File: src/rtl/load_store_unit_v2_if.sv
// Operation codes shared by the load/store unit and its clients, plus the bundled
// LSB / memory-controller / CDB / ROB signal interface.
package lsu_v2_pkg;
    localparam int unsigned OP_LB  = 0;
    localparam int unsigned OP_LH  = 1;
    localparam int unsigned OP_LW  = 2;
    localparam int unsigned OP_LBU = 3;
    localparam int unsigned OP_LHU = 4;
    localparam int unsigned OP_SB  = 5;
    localparam int unsigned OP_SH  = 6;
    localparam int unsigned OP_SW  = 7;
endpackage

interface load_store_unit_v2_if #(
    parameter int ADDR_W = 32,
    parameter int TAG_W  = 4,
    parameter int OP_W   = 6
);
    logic              enable_from_lsb;
    logic              read_write_flag_from_lsb;
    logic [OP_W-1:0]   op_enum_from_lsb;
    logic [ADDR_W-1:0] object_address_from_lsb;
    logic [31:0]       data_from_lsb;
    logic [TAG_W-1:0]  rob_tag_from_lsb;
    logic              busy_to_lsb;
    logic              end_to_lsb;
    logic [31:0]       data_to_lsb;
    logic              end_from_memcont;
    logic [31:0]       data_from_memcont;
    logic              enable_to_memcont;
    logic              read_write_flag_to_memcont;
    logic [ADDR_W-1:0] address_to_memcont;
    logic [1:0]        size_to_memcont;
    logic [31:0]       data_to_memcont;
    logic              enable_to_cdb;
    logic [31:0]       result_to_cdb;
    logic [TAG_W-1:0]  rob_tag_to_cdb;
    logic              fault_to_cdb;
    logic              rollback_flag_from_rob;

    // The load/store unit itself.
    modport slave (
        input  enable_from_lsb, read_write_flag_from_lsb, op_enum_from_lsb,
               object_address_from_lsb, data_from_lsb, rob_tag_from_lsb,
               end_from_memcont, data_from_memcont, rollback_flag_from_rob,
        output busy_to_lsb, end_to_lsb, data_to_lsb, enable_to_memcont,
               read_write_flag_to_memcont, address_to_memcont, size_to_memcont,
               data_to_memcont, enable_to_cdb, result_to_cdb, rob_tag_to_cdb, fault_to_cdb
    );

    // The surrounding LSB, memory controller and ROB.
    modport master (
        output enable_from_lsb, read_write_flag_from_lsb, op_enum_from_lsb,
               object_address_from_lsb, data_from_lsb, rob_tag_from_lsb,
               end_from_memcont, data_from_memcont, rollback_flag_from_rob,
        input  busy_to_lsb, end_to_lsb, data_to_lsb, enable_to_memcont,
               read_write_flag_to_memcont, address_to_memcont, size_to_memcont,
               data_to_memcont, enable_to_cdb, result_to_cdb, rob_tag_to_cdb, fault_to_cdb
    );
endinterface

File: src/rtl/load_store_unit_v2.sv
// Single-request load/store unit: latches one LSB request, drives the memory
// controller, and broadcasts extended load results or misalignment faults on the CDB.
module load_store_unit_v2 #(
    parameter int ADDR_W         = 32,
    parameter int TAG_W          = 4,
    parameter int OP_W           = 6,
    parameter int MISALIGN_CHECK = 1
) (
    input logic                 clk_in,
    input logic                 rst_in,
    input logic                 rdy_in,
    load_store_unit_v2_if.slave bus
);
    import lsu_v2_pkg::*;

    typedef enum logic [1:0] {IDLE, ACCESS, KILL, FAULT} state_t;

    typedef struct packed {
        logic              busy;
        logic              end_pulse;
        logic [31:0]       data_to_lsb;
        logic              mem_en;
        logic              mem_rw;
        logic [ADDR_W-1:0] mem_addr;
        logic [1:0]        mem_size;
        logic [31:0]       mem_data;
        logic              cdb_en;
        logic [31:0]       cdb_result;
        logic [TAG_W-1:0]  cdb_tag;
        logic              cdb_fault;
        logic [OP_W-1:0]   op;
        logic [TAG_W-1:0]  tag;
    } regs_t;

    state_t state, state_d;
    regs_t  r, r_d;
    logic   is_load;

    function automatic logic is_op(input logic [OP_W-1:0] op, input int unsigned code);
        return op == OP_W'(code);
    endfunction

    function automatic logic [1:0] size_of(input logic [OP_W-1:0] op);
        if (is_op(op, OP_LW) || is_op(op, OP_SW)) return 2'd2;
        if (is_op(op, OP_LH) || is_op(op, OP_LHU) || is_op(op, OP_SH)) return 2'd1;
        return 2'd0;
    endfunction

    function automatic logic misaligned(input logic [OP_W-1:0] op, input logic [1:0] a);
        return (size_of(op) == 2'd1 && a[0]) || (size_of(op) == 2'd2 && a != 2'b00);
    endfunction

    function automatic logic [31:0] store_ext(input logic [OP_W-1:0] op, input logic [31:0] d);
        if (is_op(op, OP_SB)) return {24'b0, d[7:0]};
        if (is_op(op, OP_SH)) return {16'b0, d[15:0]};
        return d;
    endfunction

    function automatic logic [31:0] load_ext(input logic [OP_W-1:0] op, input logic [31:0] d);
        if (is_op(op, OP_LB))  return {{24{d[7]}}, d[7:0]};
        if (is_op(op, OP_LH))  return {{16{d[15]}}, d[15:0]};
        if (is_op(op, OP_LBU)) return {24'b0, d[7:0]};
        if (is_op(op, OP_LHU)) return {16'b0, d[15:0]};
        return d;
    endfunction

    // NOTE: every field gets a default before the case so no path leaves a latch.
    always_comb begin
        state_d     = state;
        r_d         = r;
        r_d.end_pulse = 1'b0;
        r_d.cdb_en    = 1'b0;
        r_d.cdb_fault = 1'b0;
        is_load     = r.mem_rw;

        unique case (state)
            IDLE: begin
                if (bus.enable_from_lsb && !bus.rollback_flag_from_rob) begin
                    r_d.busy     = 1'b1;
                    r_d.op       = bus.op_enum_from_lsb;
                    r_d.tag      = bus.rob_tag_from_lsb;
                    r_d.mem_rw   = bus.read_write_flag_from_lsb;
                    r_d.mem_addr = bus.object_address_from_lsb;
                    r_d.mem_size = size_of(bus.op_enum_from_lsb);
                    r_d.mem_data = store_ext(bus.op_enum_from_lsb, bus.data_from_lsb);
                    if (MISALIGN_CHECK != 0 &&
                        misaligned(bus.op_enum_from_lsb, bus.object_address_from_lsb[1:0])) begin
                        state_d = FAULT;
                    end else begin
                        state_d    = ACCESS;
                        r_d.mem_en = 1'b1;
                    end
                end
            end
            ACCESS: begin
                if (bus.end_from_memcont) begin
                    state_d    = IDLE;
                    r_d.mem_en = 1'b0;
                    r_d.busy   = 1'b0;
                    // A load flushed on the very completion edge is dropped silently.
                    if (!(is_load && bus.rollback_flag_from_rob)) begin
                        r_d.end_pulse = 1'b1;
                        if (is_load) begin
                            r_d.cdb_en      = 1'b1;
                            r_d.cdb_tag     = r.tag;
                            r_d.cdb_result  = load_ext(r.op, bus.data_from_memcont);
                            r_d.data_to_lsb = load_ext(r.op, bus.data_from_memcont);
                        end
                    end
                end else if (is_load && bus.rollback_flag_from_rob) begin
                    state_d = KILL;
                end
            end
            KILL: begin
                if (bus.end_from_memcont) begin
                    state_d    = IDLE;
                    r_d.mem_en = 1'b0;
                    r_d.busy   = 1'b0;
                end
            end
            FAULT: begin
                state_d  = IDLE;
                r_d.busy = 1'b0;
                if (!(is_load && bus.rollback_flag_from_rob)) begin
                    r_d.end_pulse  = 1'b1;
                    r_d.cdb_en     = 1'b1;
                    r_d.cdb_fault  = 1'b1;
                    r_d.cdb_tag    = r.tag;
                    r_d.cdb_result = 32'b0;
                end
            end
            default: state_d = IDLE;
        endcase
    end

    // NOTE: state uses non-blocking updates; rdy_in low freezes everything, pulses included.
    always_ff @(posedge clk_in or posedge rst_in) begin
        if (rst_in) begin
            state <= IDLE;
            r     <= '0;
        end else if (rdy_in) begin
            state <= state_d;
            r     <= r_d;
        end
    end

    assign bus.busy_to_lsb                = r.busy;
    assign bus.end_to_lsb                 = r.end_pulse;
    assign bus.data_to_lsb                = r.data_to_lsb;
    assign bus.enable_to_memcont          = r.mem_en;
    assign bus.read_write_flag_to_memcont = r.mem_rw;
    assign bus.address_to_memcont         = r.mem_addr;
    assign bus.size_to_memcont            = r.mem_size;
    assign bus.data_to_memcont            = r.mem_data;
    assign bus.enable_to_cdb              = r.cdb_en;
    assign bus.result_to_cdb              = r.cdb_result;
    assign bus.rob_tag_to_cdb             = r.cdb_tag;
    assign bus.fault_to_cdb               = r.cdb_fault;
endmodule
File: src/flat_wrapper.sv
// flat-port wrapper written by rule: the top's interface ports become plain ports
module load_store_unit_v2_flat import lsu_v2_pkg::*;
#(
    parameter int ADDR_W         = 32,
    parameter int TAG_W          = 4,
    parameter int OP_W           = 6,
    parameter int MISALIGN_CHECK = 1
)
  (clk_in, rst_in, rdy_in, bus_enable_from_lsb, bus_read_write_flag_from_lsb, bus_op_enum_from_lsb, bus_object_address_from_lsb, bus_data_from_lsb, bus_rob_tag_from_lsb, bus_end_from_memcont, bus_data_from_memcont, bus_rollback_flag_from_rob, bus_busy_to_lsb, bus_end_to_lsb, bus_data_to_lsb, bus_enable_to_memcont, bus_read_write_flag_to_memcont, bus_address_to_memcont, bus_size_to_memcont, bus_data_to_memcont, bus_enable_to_cdb, bus_result_to_cdb, bus_rob_tag_to_cdb, bus_fault_to_cdb);
  load_store_unit_v2_if #(.ADDR_W(ADDR_W), .TAG_W(TAG_W), .OP_W(OP_W)) bus_i ();
  input logic clk_in;
  input logic rst_in;
  input logic rdy_in;
  input wire logic [$bits(bus_i.enable_from_lsb)-1:0] bus_enable_from_lsb;
  input wire logic [$bits(bus_i.read_write_flag_from_lsb)-1:0] bus_read_write_flag_from_lsb;
  input wire logic [$bits(bus_i.op_enum_from_lsb)-1:0] bus_op_enum_from_lsb;
  input wire logic [$bits(bus_i.object_address_from_lsb)-1:0] bus_object_address_from_lsb;
  input wire logic [$bits(bus_i.data_from_lsb)-1:0] bus_data_from_lsb;
  input wire logic [$bits(bus_i.rob_tag_from_lsb)-1:0] bus_rob_tag_from_lsb;
  input wire logic [$bits(bus_i.end_from_memcont)-1:0] bus_end_from_memcont;
  input wire logic [$bits(bus_i.data_from_memcont)-1:0] bus_data_from_memcont;
  input wire logic [$bits(bus_i.rollback_flag_from_rob)-1:0] bus_rollback_flag_from_rob;
  output wire logic [$bits(bus_i.busy_to_lsb)-1:0] bus_busy_to_lsb;
  output wire logic [$bits(bus_i.end_to_lsb)-1:0] bus_end_to_lsb;
  output wire logic [$bits(bus_i.data_to_lsb)-1:0] bus_data_to_lsb;
  output wire logic [$bits(bus_i.enable_to_memcont)-1:0] bus_enable_to_memcont;
  output wire logic [$bits(bus_i.read_write_flag_to_memcont)-1:0] bus_read_write_flag_to_memcont;
  output wire logic [$bits(bus_i.address_to_memcont)-1:0] bus_address_to_memcont;
  output wire logic [$bits(bus_i.size_to_memcont)-1:0] bus_size_to_memcont;
  output wire logic [$bits(bus_i.data_to_memcont)-1:0] bus_data_to_memcont;
  output wire logic [$bits(bus_i.enable_to_cdb)-1:0] bus_enable_to_cdb;
  output wire logic [$bits(bus_i.result_to_cdb)-1:0] bus_result_to_cdb;
  output wire logic [$bits(bus_i.rob_tag_to_cdb)-1:0] bus_rob_tag_to_cdb;
  output wire logic [$bits(bus_i.fault_to_cdb)-1:0] bus_fault_to_cdb;
  assign bus_i.enable_from_lsb = bus_enable_from_lsb;
  assign bus_i.read_write_flag_from_lsb = bus_read_write_flag_from_lsb;
  assign bus_i.op_enum_from_lsb = bus_op_enum_from_lsb;
  assign bus_i.object_address_from_lsb = bus_object_address_from_lsb;
  assign bus_i.data_from_lsb = bus_data_from_lsb;
  assign bus_i.rob_tag_from_lsb = bus_rob_tag_from_lsb;
  assign bus_i.end_from_memcont = bus_end_from_memcont;
  assign bus_i.data_from_memcont = bus_data_from_memcont;
  assign bus_i.rollback_flag_from_rob = bus_rollback_flag_from_rob;
  assign bus_busy_to_lsb = bus_i.busy_to_lsb;
  assign bus_end_to_lsb = bus_i.end_to_lsb;
  assign bus_data_to_lsb = bus_i.data_to_lsb;
  assign bus_enable_to_memcont = bus_i.enable_to_memcont;
  assign bus_read_write_flag_to_memcont = bus_i.read_write_flag_to_memcont;
  assign bus_address_to_memcont = bus_i.address_to_memcont;
  assign bus_size_to_memcont = bus_i.size_to_memcont;
  assign bus_data_to_memcont = bus_i.data_to_memcont;
  assign bus_enable_to_cdb = bus_i.enable_to_cdb;
  assign bus_result_to_cdb = bus_i.result_to_cdb;
  assign bus_rob_tag_to_cdb = bus_i.rob_tag_to_cdb;
  assign bus_fault_to_cdb = bus_i.fault_to_cdb;
  load_store_unit_v2 #(.ADDR_W(ADDR_W), .TAG_W(TAG_W), .OP_W(OP_W), .MISALIGN_CHECK(MISALIGN_CHECK)) u_core (.clk_in(clk_in), .rst_in(rst_in), .rdy_in(rdy_in), .bus(bus_i));
endmodule
File: config.mk
export PLATFORM = sky130hd
export DESIGN_NAME = load_store_unit_v2_flat
export DESIGN_NICKNAME = d
export VERILOG_FILES = /design/src/rtl/load_store_unit_v2_if.sv /design/src/rtl/load_store_unit_v2.sv /design/src/flat_wrapper.sv
export SDC_FILE = /design/constraint.sdc
export NUM_CORES = 1
export LEC_CHECK = 0
export ABC_CLOCK_PERIOD_IN_PS = 8800
export BUFFER_PORTS_ARGS = -buffer_cell sky130_fd_sc_hd__buf_2
export CAP_MARGIN = 10
export CELL_PAD_IN_SITES_DETAIL_PLACEMENT = 0
export CELL_PAD_IN_SITES_GLOBAL_PLACEMENT = 1
export CORE_MARGIN = 2
export CORE_UTILIZATION = 41
export DETAILED_ROUTE_END_ITERATION = 7
export HOLD_SLACK_MARGIN = 0.03
export PLACE_DENSITY_LB_ADDON = 0.1
export SETUP_SLACK_MARGIN = 0.15
export SLEW_MARGIN = 20
export SYNTH_ARGS = -nofsm -noshare
export SYNTH_HDL_FRONTEND = slang
export SYNTH_SLANG_ARGS = --single-unit
File: constraint.sdc
create_clock -name clk_in -period 8.8 [get_ports clk_in]
set_clock_uncertainty 0.1 [all_clocks]
set_input_delay 0.88 -clock clk_in [delete_from_list [all_inputs] [get_ports clk_in]]
set_output_delay 0.88 -clock clk_in [all_outputs]
set_load 0.03 [all_outputs]
==> flow_results.org, run 1 <==
** Run status
- The flow ran to the end, and the final reports show no timing, DRC or antenna violations.

** Floorplanning
- The floorplan step defined a die boundary enclosing 0.01820 sq mm.
- The initial utilization of the core area, before any placement, comes to 42.23%.
- The die is 134.9 um wide.
- Core outline area :: 0.01664 sq mm
- The floorplan has 47 rows.
- Top Ports :: 253
- Measured along the y axis, the die boundary spans 134.9 um.

** Clock tree
- Worst-case clock buffer depth :: 2
- The cell sitting at the root of the clock tree is a clkbuf_16.
- For the worst-skew pair, the clock arrives at the later sink with an insertion delay of 0.42 ns.
- The number of setup buffers added after CTS is 0.
- Once the clock tree was built, the resizer swapped 0 gates to a different size.
- Clock-pin transition on the worst setup and hold timing paths :: 0.06 ns
- The tree built by TritonCTS fans out to 152 sinks.
- Counting the buffers created by CTS gives 17.
- CTS tree :: built
- The H-tree was split into 4 levels.
- Hold buffers post-CTS :: 0

** Finish
- The net count of the finished layout is 826.
- Summing all flip-flop and latch instances after layout gives 0.003804 sq mm.
- The top cell types in the final layout, fill and taps aside, are buf_2, dfrtp_1, mux2_2, nand2_1, a22o_1.
- Area overhead of the layout relative to synthesis :: 16.43%
- Total of fill cells in the finished design :: 1,575
- After routing the design area is 0.008183 sq mm.
- Most common cell after layout, fill and taps aside :: buf_2
- Summing all multi-input logic gate instances after layout gives 0.002111 sq mm.
- For this run, the number of standard cells in the final layout without fillers is 942.
- Share of layout cells above drive strength 1 :: 49.44%

** Yosys
- Number of enable-type register cells in the synthesized netlist :: 0
- Of all flip-flops after synthesis, the portion carrying an async set or reset was 100.0%.
- Main flop type after synthesis :: dfrtp_1
- Summing every instance area after synthesis gives 0.007028 sq mm.
- Portion of synthesized cell area occupied by the leading cell type :: 54.12%
- Area contributors post-synth :: dfrtp_1, buf_4, mux2_2, a22o_1, nand2_1
- The number of nets in the synthesized netlist is 711.
- Count of yosys warnings during synthesis :: 0
- Post-synthesis instance total :: 592
- Distinct cell type count of the synthesized netlist :: 40
- Of all cell types, the one taking the most synthesized area is dfrtp_1.
- For this run, the register share of the synthesized area comes to 54.12%.
- Flop and latch count out of synthesis :: 152
- Each instance of the synthesized netlist takes up on average 11.87 sq um.

** Routing
- The first routing iteration left 183 violations.
- For this run, the detailed router's first-pass iteration total came to 4.
- The routed design has 15,380 um of wire.
- The detail route stage leaves a number of antenna-violating nets equal to 0.
- Average routed wire per standard cell :: 16.33 um
- Vias post-DR :: 4,486
- DR DRC count :: 0
- In the routed layout, each cell is associated on average with a via count of 4.762.

** Global route
- Total global-route track usage :: 16.98%
- Number of antenna violations at the first check in global routing :: 2
- The number of global-route vias before repair was 4,623.
- The first global-routing pass estimated 24,250 um of wire.
- Entering global routing, the biggest net connects 89 pins.
- Global routing finished with a remaining overflow of 0.

** Worst setup path
- Counting cells, the worst reg-to-reg path comes to 5.
- R2R setup slack :: 5.82 ns
- STA classifies the critical path startpoint as an input port.
- Arrival time of data at the critical path endpoint :: 3.37 ns
- Maximum fanout along the worst path :: 82
- Kind of capture point of the worst setup path :: flop
- The worst register-to-register path begins at u_core.state[0].
- In this run the critical register-to-register path is captured at u_core.bus.data_to_memcont[10].
- Classification of the worst setup path :: in2reg
- Data on the critical path is required at its endpoint by 9.05 ns.

** STA
- Final number of setup-violating endpoints :: 0
- Measured slew at the worst slew-check pin :: 1.064 ns
- Setup repair after global routing left no endpoint under its margin.
- Final critical path time including I/O delays and setup :: 3.115 ns
- For the final routed database, the setup TNS stands at 0 ns.
- Worst rel slew slack :: 29.09%
- Setup slack on the critical path of the routed design comes to 5.685 ns.
- Final period util :: 35.39%
- Number of failing hold endpoints at the final stage :: 0
- Maximum clock rate :: 321.1 MHz
- Final-report max-slew violation count :: 0

** Power and ir drop
- Logic pwr share :: 42.3%
- Psw :: 1433 uW
- Total power :: 3432 uW
- Share of power burned in registers :: 35.1%
- VDD sags by at most 0.1877 mV.
- Sw Share :: 41.74%
- Summed over all cells, the static leakage comes to 0.004269 uW.
- Dividing total power by cell area gives a power density of 419.5 mW/mm^2.
- Fraction of power consumed by the clock network :: 22.7%
- Total internal power :: 2000 uW

** Hold path
- The worst hold path terminates at u_core.bus.result_to_cdb[12].
- Along the worst hold path, the cell count comes to 1.
- In this run the most critical hold path is launched from u_core.bus.result_to_cdb[12].
- The tightest min-delay check is of the reg2reg type.

** Place
- After detailed placement, the design holds a cell count of 907.
- Routability-driven placement finished with a final weighted congestion of 0.7284.
- Input and output buffers added on the ports amount to 252.
- Detailed placement ended at an HPWL of 10,770 um.
- Summing all placed instances gives a cell area of 0.007520 sq mm.
- Setup slack at placement :: 5.166 ns

** Flow run
- The tool flagged a number of max-cap violations equal to 0.
-- cell families after synthesis --
kind of cell	count (synthesis)	synth area share, %
xor gates and xnor gates	3	0.3739
DFF	152	54.12
and+or+nand+nor	69	4.753
adders and majority gates	6	1.068
AOI/OAI and AO/OA	133	13.67
muxes	60	9.578
buffers and inverters	169	16.43
-- routing by layer --
metal  routed length (um)  GRT usage [%]  up-vias
met3                 1122          5.330       16
met2                 7401          26.93      149
li1                     -              -     2142
met5                    0              0        -
met1                 6658          21.95     2179
met4                  199          6.140        0
-- cells in the mapped netlist, types with 2 or more instances --
| cell | number |
|---|---|
| dfrtp_1 | 152 |
| buf_4 | 134 |
| mux2_2 | 55 |
| nand2_1 | 45 |
| a22o_1 | 32 |
| o21ai_1 | 29 |
| clkbuf_1 | 22 |
| a21oi_1 | 18 |
| o2bb2ai_1 | 17 |
| a21o_1 | 16 |
| a21oi_2 | 8 |
| inv_1 | 7 |
| ha_1 | 6 |
| nor2b_1 | 5 |
| nand2b_1 | 4 |
| nand3_1 | 4 |
| o21ai_0 | 4 |
| mux2_1 | 3 |
| buf_1 | 2 |
| buf_2 | 2 |
| buf_6 | 2 |
| mux2i_1 | 2 |
| nor3_1 | 2 |
| nor3b_1 | 2 |
| o2111a_1 | 2 |
| o2111ai_1 | 2 |
| xor2_1 | 2 |
-- per-stage QoR --
stage | util [%] | hold slack (ns)
3_5_place_dp | 45.18 | 0.3605
2_1_floorplan | - | 0.3469
3_3_place_gp | 45.15 | 0.3571
4_1_cts | 48.97 | 0.3754
6_report | 49.17 | 0.3730
5_1_grt | 49.15 | 0.3899
-- worst max-delay path, stage by stage --
cell and delay [ns]:
buf_2 0.12, nor2b_1 0.32, nand3_4 0.80, a41oi_1 0.98
a22o_1 0.23
-- final cells by class --
type | count | share of cell area [%]
Multi-Input combinational cell | 271 | 25.80
Tap cell | 220 | 3.364
Clock buffer | 22 | 5.673
Antenna cell | 2 | 0.06116
Inverter | 7 | 0.3823
Timing Repair Buffer | 258 | 16.21
Sequential cell | 152 | 46.48
Clock inverter | 10 | 2.034
-- flip-flops by register name, indices dropped and copies added (netlist names) --
signal	count
u_core.state	2
u_core.bus.end_to_lsb	1
u_core.bus.fault_to_cdb	1
u_core.bus.data_to_memcont	32
u_core.bus.address_to_memcont	32
u_core.bus.read_write_flag_to_memcont	1
u_core.r	10
u_core.bus.busy_to_lsb	1
u_core.bus.data_to_lsb	32
u_core.bus.enable_to_memcont	1
u_core.bus.size_to_memcont	2
u_core.bus.enable_to_cdb	1
u_core.bus.result_to_cdb	32
u_core.bus.rob_tag_to_cdb	4
-- power groups by stage --
| stage | combinational (uW) | clock, uW | sequential [uW] |
|---|---|---|---|
| 6_report | 1450 | 778 | 1200 |
| 5_1_grt | 1540 | 828 | 1250 |
| 4_1_cts | 1470 | 799 | 1210 |
| 2_1_floorplan | 1430 | 0 | 1190 |
| 3_5_place_dp | 1470 | 0 | 1210 |
| 3_3_place_gp | 1450 | 0 | 1210 |
-- worst max-delay path by stage --
stage	startpoint	endpoint	slack, ns	depth (start not counted)
after floorplan	rst_in	u_core.bus.address_to_memcont[0]	3.73	1
after global placement	bus_rollback_flag_from_rob	u_core.bus.data_to_memcont[13]	5.35	5
after detailed placement	bus_rollback_flag_from_rob	u_core.bus.data_to_memcont[10]	5.17	5
after CTS	bus_rollback_flag_from_rob	u_core.bus.data_to_memcont[12]	5.63	5
after global routing	bus_rollback_flag_from_rob	u_core.bus.data_to_memcont[11]	5.38	5
final	bus_rollback_flag_from_rob	u_core.bus.data_to_memcont[10]	5.69	5
(Power assumes the default switching activity.)
==> inputs of run 2 (changes only) <==
--- a/config.mk
+++ b/config.mk
@@ -5,13 +5,14 @@
 export SDC_FILE = /design/constraint.sdc
 export NUM_CORES = 1
 export LEC_CHECK = 0
-export ABC_CLOCK_PERIOD_IN_PS = 8800
+export ABC_AREA = 1
+export ABC_CLOCK_PERIOD_IN_PS = 2600
 export BUFFER_PORTS_ARGS = -buffer_cell sky130_fd_sc_hd__buf_2
 export CAP_MARGIN = 10
 export CELL_PAD_IN_SITES_DETAIL_PLACEMENT = 0
 export CELL_PAD_IN_SITES_GLOBAL_PLACEMENT = 1
 export CORE_MARGIN = 2
-export CORE_UTILIZATION = 41
+export CORE_UTILIZATION = 33
 export DETAILED_ROUTE_END_ITERATION = 7
 export HOLD_SLACK_MARGIN = 0.03
 export PLACE_DENSITY_LB_ADDON = 0.1
==> constraint.sdc (replaced) <==
create_clock -name clk_in -period 2.6 [get_ports clk_in]
set_clock_uncertainty 0.1 [all_clocks]
set_input_delay 0.26 -clock clk_in [delete_from_list [all_inputs] [get_ports clk_in]]
set_output_delay 0.26 -clock clk_in [all_outputs]
set_load 0.03 [all_outputs]
==> flow_results.org, run 2 <==
** Run status
- The flow ran to the end, and the final reports show no timing, DRC or antenna violations.

** STA
- Once routing completed, OpenROAD measured the worst setup slack at 0.6415 ns.
- Adding up every negative setup slack in the final design gives 0 ns.
- Setup repair after global routing left no endpoint under its margin.
- The max-slew violation count was 0.
- Headroom to the max-slew limit came out at 43.83%.
- Maximum clock rate :: 510.6 MHz
- Final hold analysis gives a worst-case slack of 0.06811 ns.
- At the pin with the least slew margin, the transition time is 0.8416 ns.
- Final period util :: 75.33%
- Number of failing hold endpoints at the final stage :: 0
- Final critical path time including I/O delays and setup :: 1.958 ns
- Setup violations remaining at the end of the flow were counted as 0.

** Clock tree
- Clock-pin transition on the worst setup and hold timing paths :: 0.07 ns
- Hold repair after CTS inserted 84 buffers.
- H-Tree Level Count :: 4
- Post-CTS timing repair inserted 0 buffers for setup.
- Clk sink count :: 152
- Post-CTS repair changed the size of 0 cells.
- Clock tree synthesis selected as its root buffer the cell clkbuf_16.
- Worst-case clock buffer depth :: 2
- The number of clock buffers added by TritonCTS is 17.
- Latest clock arrival within the worst-skew pair :: 0.42 ns
- TritonCTS built the clock tree.

** Power and ir drop
- Sw Share :: 44.47%
- Maximum vdd ir drop :: 0.5079 mV
- Total internal power :: 5871 uW
- The share of total power dissipated in sequential elements is 35.9%.
- Logic pwr share :: 41.3%
- Psw :: 4702 uW
- Power density over cell area :: 1130 mW/mm^2
- Static leakage :: 0.005550 uW
- Fraction of power consumed by the clock network :: 22.8%

** Yosys
- Post-synthesis instance total :: 898
- The synthesized netlist occupies a cell area of 0.007365 sq mm.
- Sorting the synthesized cells by how often they occur yields nand2_1, dfrtp_1, buf_4.
- After synthesis, the cell types taking the most area are dfrtp_1, nand2_1, buf_4, nand3_1, inv_1.
- Counting distinct cell types in the post-synthesis netlist gives 25.
- Post-synthesis average cell area :: 8.201 sq um
- Portion of synthesized cell area occupied by the leading cell type :: 51.65%
- Among all flip-flop cells after synthesis, the most frequent one is dfrtp_1.
- Nets in the synthesized netlist :: 1,017
- Most area-hungry cell type in the Yosys netlist :: dfrtp_1
- Count of yosys warnings during synthesis :: 0
- Async SR Flop Fraction :: 100.0%
- Sequential elements use 51.65% of the synthesized area.
- Cell with the most instances after synthesis :: nand2_1
- Counting flops with a built-in enable in the synthesized netlist gives 0.
- Flop and latch count out of synthesis :: 152

** Routing
- First-pass iteration count of the detailed router :: 5
- DR DRC count :: 0
- Wire length after detailed routing :: 19,530 um
- DRC violation total after the first TritonRoute iteration :: 300
- Average routed wire per standard cell :: 14.07 um
- Detail Route Antenna Nets :: 0
- Vias post-DR :: 5,997
- Dividing the detail-routed via count by the number of cells gives 4.321.

** Worst setup path
- Measured in cells, the most critical reg-to-reg path has a length of 8.
- The critical path ends at u_core.bus.address_to_memcont[0].
- Classification of the worst setup path :: reg2reg
- FF-to-FF Start :: u_core.state[0]
- Critical path cell sequence :: inv_1 > ha_1 > inv_1 > nor3_4 > inv_2 > buf_12 > nand2_1 > o21ai_0
- STA puts the critical path data arrival time at 2.15 ns.
- Kind of capture point of the worst setup path :: flop
- STA classifies the critical path startpoint as a flop.
- Start point of the critical path :: u_core.state[0]
- At the worst endpoint, the required time is 2.80 ns.
- The slowest stage of the critical path is the dfrtp_1 cell.
- Worst path most repeated cell :: inv_1
- On the worst path, the slowest cell contributes a delay of 0.43 ns.
- Maximum fanout along the worst path :: 56
- The endpoint identified for the worst register-to-register timing path is u_core.bus.address_to_memcont[0].
- The worst register-to-register path has a setup slack of 0.64 ns.

** Finish
- Most frequent cells in the layout :: nand2_1, buf_2, dfrtp_1, dlygate4sd3_1, nand3_1
- The finished cells cover 0.009355 sq mm.
- Total of fill cells in the finished design :: 2,274
- Most common cell after layout, fill and taps aside :: nand2_1
- The area growth from synthesis to layout is 27.03%.
- Share of layout cells above drive strength 1 :: 27.55%
- For this run, the post-layout net count is 1,213.

** Flow run
- Reported max-cap violation count :: 0

** Place
- Summed over all nets, the half-perimeter wirelength after detailed placement is 12,530 um.
- Instance area at placement :: 0.007946 sq mm
- Routability congestion estimate from global placement :: 0.7240
- In this run the tool buffered the top-level ports with 252 buffer cells.
- Prior to clock tree synthesis, the placed netlist has a worst setup slack of 0.6430 ns.

** Floorplanning
- The die is 153.4 um tall.
- Top Ports :: 253
- Die ar. :: 0.02353 sq mm
- Initial cell density of the core :: 33.64%
- Core outline area :: 0.02189 sq mm
- From left edge to right edge, the die measures 153.4 um.
- Row generation in the floorplan step produced 54 rows.

** Hold path
- Tightest Hold Check Type :: in2reg

** Global route
- The first global-routing pass estimated 31,670 um of wire.
- Entering global routing, the biggest net connects 82 pins.
- The total overflow left after global routing is 0.
- In the global route stage, overall resource usage came out at 16.80%.
- Number of global-route vias before repair :: 6,001
- Number of antenna violations at the first check in global routing :: 1
-- run 2: critical path: cells and delay by family, from the launching register on --
kind / cells / cell delay, ns
AO/OA/AOI/OAI: 1 / 0.07
adder cells (fa/ha/maj): 1 / 0.20
flip-flops: 1 / 0.43
AND/OR/NAND/NOR: 2 / 0.33
buffers and inverters: 4 / 0.67
-- run 2: stage by stage --
stage / instances / util (%) / total power [uW]
CTS: 1387 / 42.72 / 10730
global placement: 1271 / 36.30 / 8161
global route: 1387 / 42.72 / 11310
floorplan: 898 / - / 7884
finish: 1388 / 42.74 / 10570
detailed placement: 1271 / 36.30 / 8163
-- run 2: layout make-up --
class	count	area, sq um	share of cell area [%]
multi-input combinational	552	2308	24.68
antenna	1	2.502	0.02675
inverter	25	97.59	1.043
timing repair buffer	346	2227	23.81
clock buffer	19	452.9	4.842
tap	280	350.3	3.745
sequential	152	3804	40.66
clock inverter	13	112.6	1.204
-- run 2: metal layers --
layer | part of all wire (%) | wire, um | global-route usage (%)
met1 | 45 | 8744 | 21.18
met2 | 47 | 9233 | 28.40
met3 | 7.2 | 1400 | 5.132
met4 | 0.78 | 152 | 3.932
met5 | 0 | 0 | 0
-- run 2: cell families after synthesis --
kind of cell | after synthesis | share of synthesized area [%]
AOI/OAI and AO/OA | 31 | 2.413
adders and majority gates | 6 | 1.019
buffers and inverters | 194 | 17.04
DFF | 152 | 51.65
and+or+nand+nor | 515 | 27.88
-- run 2: power groups by stage --
| stage | logic, uW | registers, uW | clock network [uW] |
|---|---|---|---|
| detailed placement | 4340 | 3820 | 0 |
| global placement | 4330 | 3830 | 0 |
| CTS | 4440 | 3800 | 2490 |
| finish | 4370 | 3800 | 2410 |
| global route | 4800 | 3920 | 2590 |
| floorplan | 4090 | 3790 | 0 |
-- run 2: worst min path at each step --
stage,startpoint,to,depth (start not counted),slack [ns]
6_report,rdy_in,u_core.bus.fault_to_cdb,4,0.07
5_1_grt,rdy_in,u_core.bus.end_to_lsb,4,0.07
4_1_cts,rdy_in,u_core.bus.fault_to_cdb,4,0.05
3_5_place_dp,rst_in,u_core.bus.data_to_lsb[15],3,0.34
3_3_place_gp,rst_in,u_core.bus.data_to_lsb[15],3,0.34
2_1_floorplan,bus_rob_tag_from_lsb[3],u_core.r[3],2,0.28
==> inputs of run 3 (changes only) <==
--- a/config.mk
+++ b/config.mk
@@ -6,7 +6,7 @@
 export NUM_CORES = 1
 export LEC_CHECK = 0
 export ABC_AREA = 1
-export ABC_CLOCK_PERIOD_IN_PS = 2600
+export ABC_CLOCK_PERIOD_IN_PS = 1700
 export BUFFER_PORTS_ARGS = -buffer_cell sky130_fd_sc_hd__buf_2
 export CAP_MARGIN = 10
 export CELL_PAD_IN_SITES_DETAIL_PLACEMENT = 0
==> constraint.sdc (replaced) <==
create_clock -name clk_in -period 1.7 [get_ports clk_in]
set_clock_uncertainty 0.1 [all_clocks]
set_input_delay 0.17 -clock clk_in [delete_from_list [all_inputs] [get_ports clk_in]]
set_output_delay 0.17 -clock clk_in [all_outputs]
set_load 0.03 [all_outputs]
==> flow_results.org, run 3 (synthesis gave the netlist of run 2 again) <==
** Run status
- The run finished with clean final reports.

** Clock tree
- The H-tree was split into 4 levels.
- TritonCTS buffer count :: 17
- Clk sink count :: 152
- CTS tree :: built
- Worst-case clock buffer depth :: 2
- After clock tree synthesis, the clock-pin slew on the worst setup and hold paths is 0.06 ns.
- Clock tree synthesis selected as its root buffer the cell clkbuf_16.
- At the later pin of the worst-skew pair, clock insertion delay measures 0.41 ns.

** Power and ir drop
- Per report_power, the combinational group accounts for 45.2% of the total.
- The design draws 17,230 uW.
- Share of power burned in registers :: 34.2%
- Fraction of power consumed by the clock network :: 20.6%
- Maximum vdd ir drop :: 0.8811 mV
- Internal power comes to 9616 uW.
- Power density over cell area :: 1634 mW/mm^2
- Static leakage :: 0.005989 uW
- In this run the power spent charging and discharging nets is 7612 uW.
- Sw Share :: 44.19%

** Worst setup path
- FF-to-FF Start :: u_core.state[0]
- Critical-path top delay cell :: dfrtp_2
- Data arrives at the worst endpoint at 1.89 ns.
- Worst reg2reg path depth :: 9
- Traced cell by cell, the critical path runs through ha_4 > inv_4 > o21ai_2 > nor2_2 > nand2_4 > buf_6 > clkbuf_16 > nand2_2 > nand2_1.
- At the worst endpoint, the required time is 1.91 ns.
- Start point of the critical path :: u_core.state[0]
- Maximum fanout along the worst path :: 6
- For this run, the slowest stage of the critical path takes 0.44 ns.
- By startpoint and endpoint, the worst setup path is classified as reg2reg.
- Kind of capture point of the worst setup path :: flop
- The worst setup path is launched from a flop.

** Global route
- Number of antenna violations at the first check in global routing :: 1
- Global routing used 17.62% of the available tracks.
- Number of global-route vias before repair :: 6,277
- The first global-routing pass estimated 33,120 um of wire.
- Maximum number of pins on one net before global-route repair :: 55
- Global routing finished with a remaining overflow of 0.

** Flow run
- Reported max-cap violation count :: 0

** STA
- Setup ws final :: 0.02220 ns
- Final number of setup-violating endpoints :: 0
- The final critical path takes up 98.69% of the cycle.
- The final hold violation count is 0.
- Setup repair after global routing could not meet its margin everywhere.
- Derived from the worst setup path, the maximum achievable clock frequency is 596.0 MHz.
- Headroom to the max-slew limit came out at 62.26%.
- Final critical path time including I/O delays and setup :: 1.678 ns
- The max-slew violation count is 0.
- Measured slew at the worst slew-check pin :: 0.5636 ns

** Finish
- Relative to the synthesized area, the layout overhead comes to 43.17%.
- Final std cell area, no fill :: 0.01054 sq mm
- After filler insertion, the fill cell instance count of the layout stands at 2,217.
- At the end of the flow the core is filled with cells to 48.17%.
- Net count reported at finish :: 1,263
- Most common cell after layout, fill and taps aside :: nand2_1
- Cells with a size suffix above 1 make up 38.81% of the layout.
- Most frequent cells in the layout :: nand2_1, buf_2, dfrtp_1, dlygate4sd3_1, nand2_2
- Final instance count without filler cells :: 1,439

** Place
- The congestion estimate from routability-driven global placement came to 0.7455.
- The count of buffers added on input and output ports is 252.
- Cell count after placement :: 1,286
- Detailed placement finished with a half-perimeter wire length of 13,320 um.
- Instance area at placement :: 0.008264 sq mm
- OpenSTA, run right after detailed placement, puts the worst setup slack at -0.01962 ns.

** Routing
- DR DRC count :: 0
- The routed design uses 1098 um of met3 wire.
- Total routed wire length on the met1 layer :: 9920 um
- Average routed wire per standard cell :: 15.26 um
- The first routing iteration left 306 violations.
- Vias post-DR :: 6,294
- First-pass iteration count of the detailed router :: 4
- Uppermost layer routed :: met4
- Drt via density :: 4.374
- After detailed routing, the met2 layer carries 10,570 um of wire.
- Detail Route Antenna Nets :: 0
- Wires add up to 21,970 um.

** Floorplanning
- Top Ports :: 253
- Core outline area :: 0.02189 sq mm
- Row cnt :: 54
- Initial cell density of the core :: 33.64%
- In this run the vertical extent of the chip is 153.4 um.
- The floorplan step defined a die boundary enclosing 0.02353 sq mm.
- Die X-Extent :: 153.4 um

** Hold path
- The path class of the tightest hold or removal check is in2reg.
- The worst hold path was traced through 5 stages.
- Hold Startpoint :: bus_data_from_memcont[9]
[run 3: metal layers]
| metal | track usage (%) | vias up |
|---|---|---|
| met4 | 5.199 | 0 |
| met5 | 0 | - |
| met1 | 22.60 | 2944 |
| met2 | 29.80 | 186 |
| li1 | - | 3144 |
| met3 | 4.026 | 20 |
[run 3: cell type report]
| type | instances | area (sq um) | share of cell area, % |
|---|---|---|---|
| sequential | 152 | 3805 | 36.09 |
| clock inverter | 12 | 92.59 | 0.8781 |
| antenna | 2 | 5.005 | 0.04747 |
| clock buffer | 20 | 456.7 | 4.331 |
| tap | 280 | 350.3 | 3.323 |
| inverter | 25 | 102.6 | 0.9731 |
| timing repair buffer | 396 | 3019 | 28.63 |
| multi-input combinational | 552 | 2713 | 25.73 |
[run 3: worst paths after layout]
| check | slack, ns | to |
|---|---|---|
| min in group asynchronous | 0.18 | u_core.bus.data_to_memcont[5] |
| max reg2reg | 0.02 | u_core.bus.result_to_cdb[15] |
| max | 0.02 | u_core.bus.result_to_cdb[15] |
| min | 0.04 | u_core.bus.data_to_lsb[9] |
| min reg2reg | 0.37 | u_core.bus.data_to_memcont[26] |
| max in group asynchronous | 0.68 | u_core.bus.data_to_memcont[30] |
[run 3: timing repair]
| item | 4_1_cts | 5_1_grt |
|---|---|---|
| pin swaps | 2 | 27 |
| cloned | 5 | 10 |
| resized for setup | 21 | 87 |
| endpoints found under the hold margin | 259 | 0 |
| setup buffers | 8 | 2 |
| hold buffers | 94 | 0 |
| endpoints found under the setup margin | 148 | 149 |
[run 3: power groups by stage]
stage / sequential, uW / combinational (uW) / clock (uW)
2_1_floorplan: 5810 / 6390 / 0
3_3_place_gp: 5880 / 6840 / 0
3_5_place_dp: 5850 / 6900 / 0
4_1_cts: 5830 / 7490 / 3650
5_1_grt: 6080 / 8440 / 3830
6_report: 5900 / 7790 / 3550
[run 3: critical path: cells and delay by family, from the launching register on]
family	cells	cell delay (ns)
DFF	1	0.44
and+or+nand+nor	4	0.38
adders and majority gates	1	0.19
buffers and inverters	3	0.39
AOI/OAI and AO/OA	1	0.05
[run 3: metrics by stage]
stage / hold WS [ns] / TNS (ns)
2_1_floorplan: 0.1781 / -74.02
3_3_place_gp: 0.07470 / -0.03357
3_5_place_dp: 0.07167 / -0.03272
4_1_cts: 0.03115 / 0
5_1_grt: 0.05599 / -1.278
6_report: 0.04351 / 0
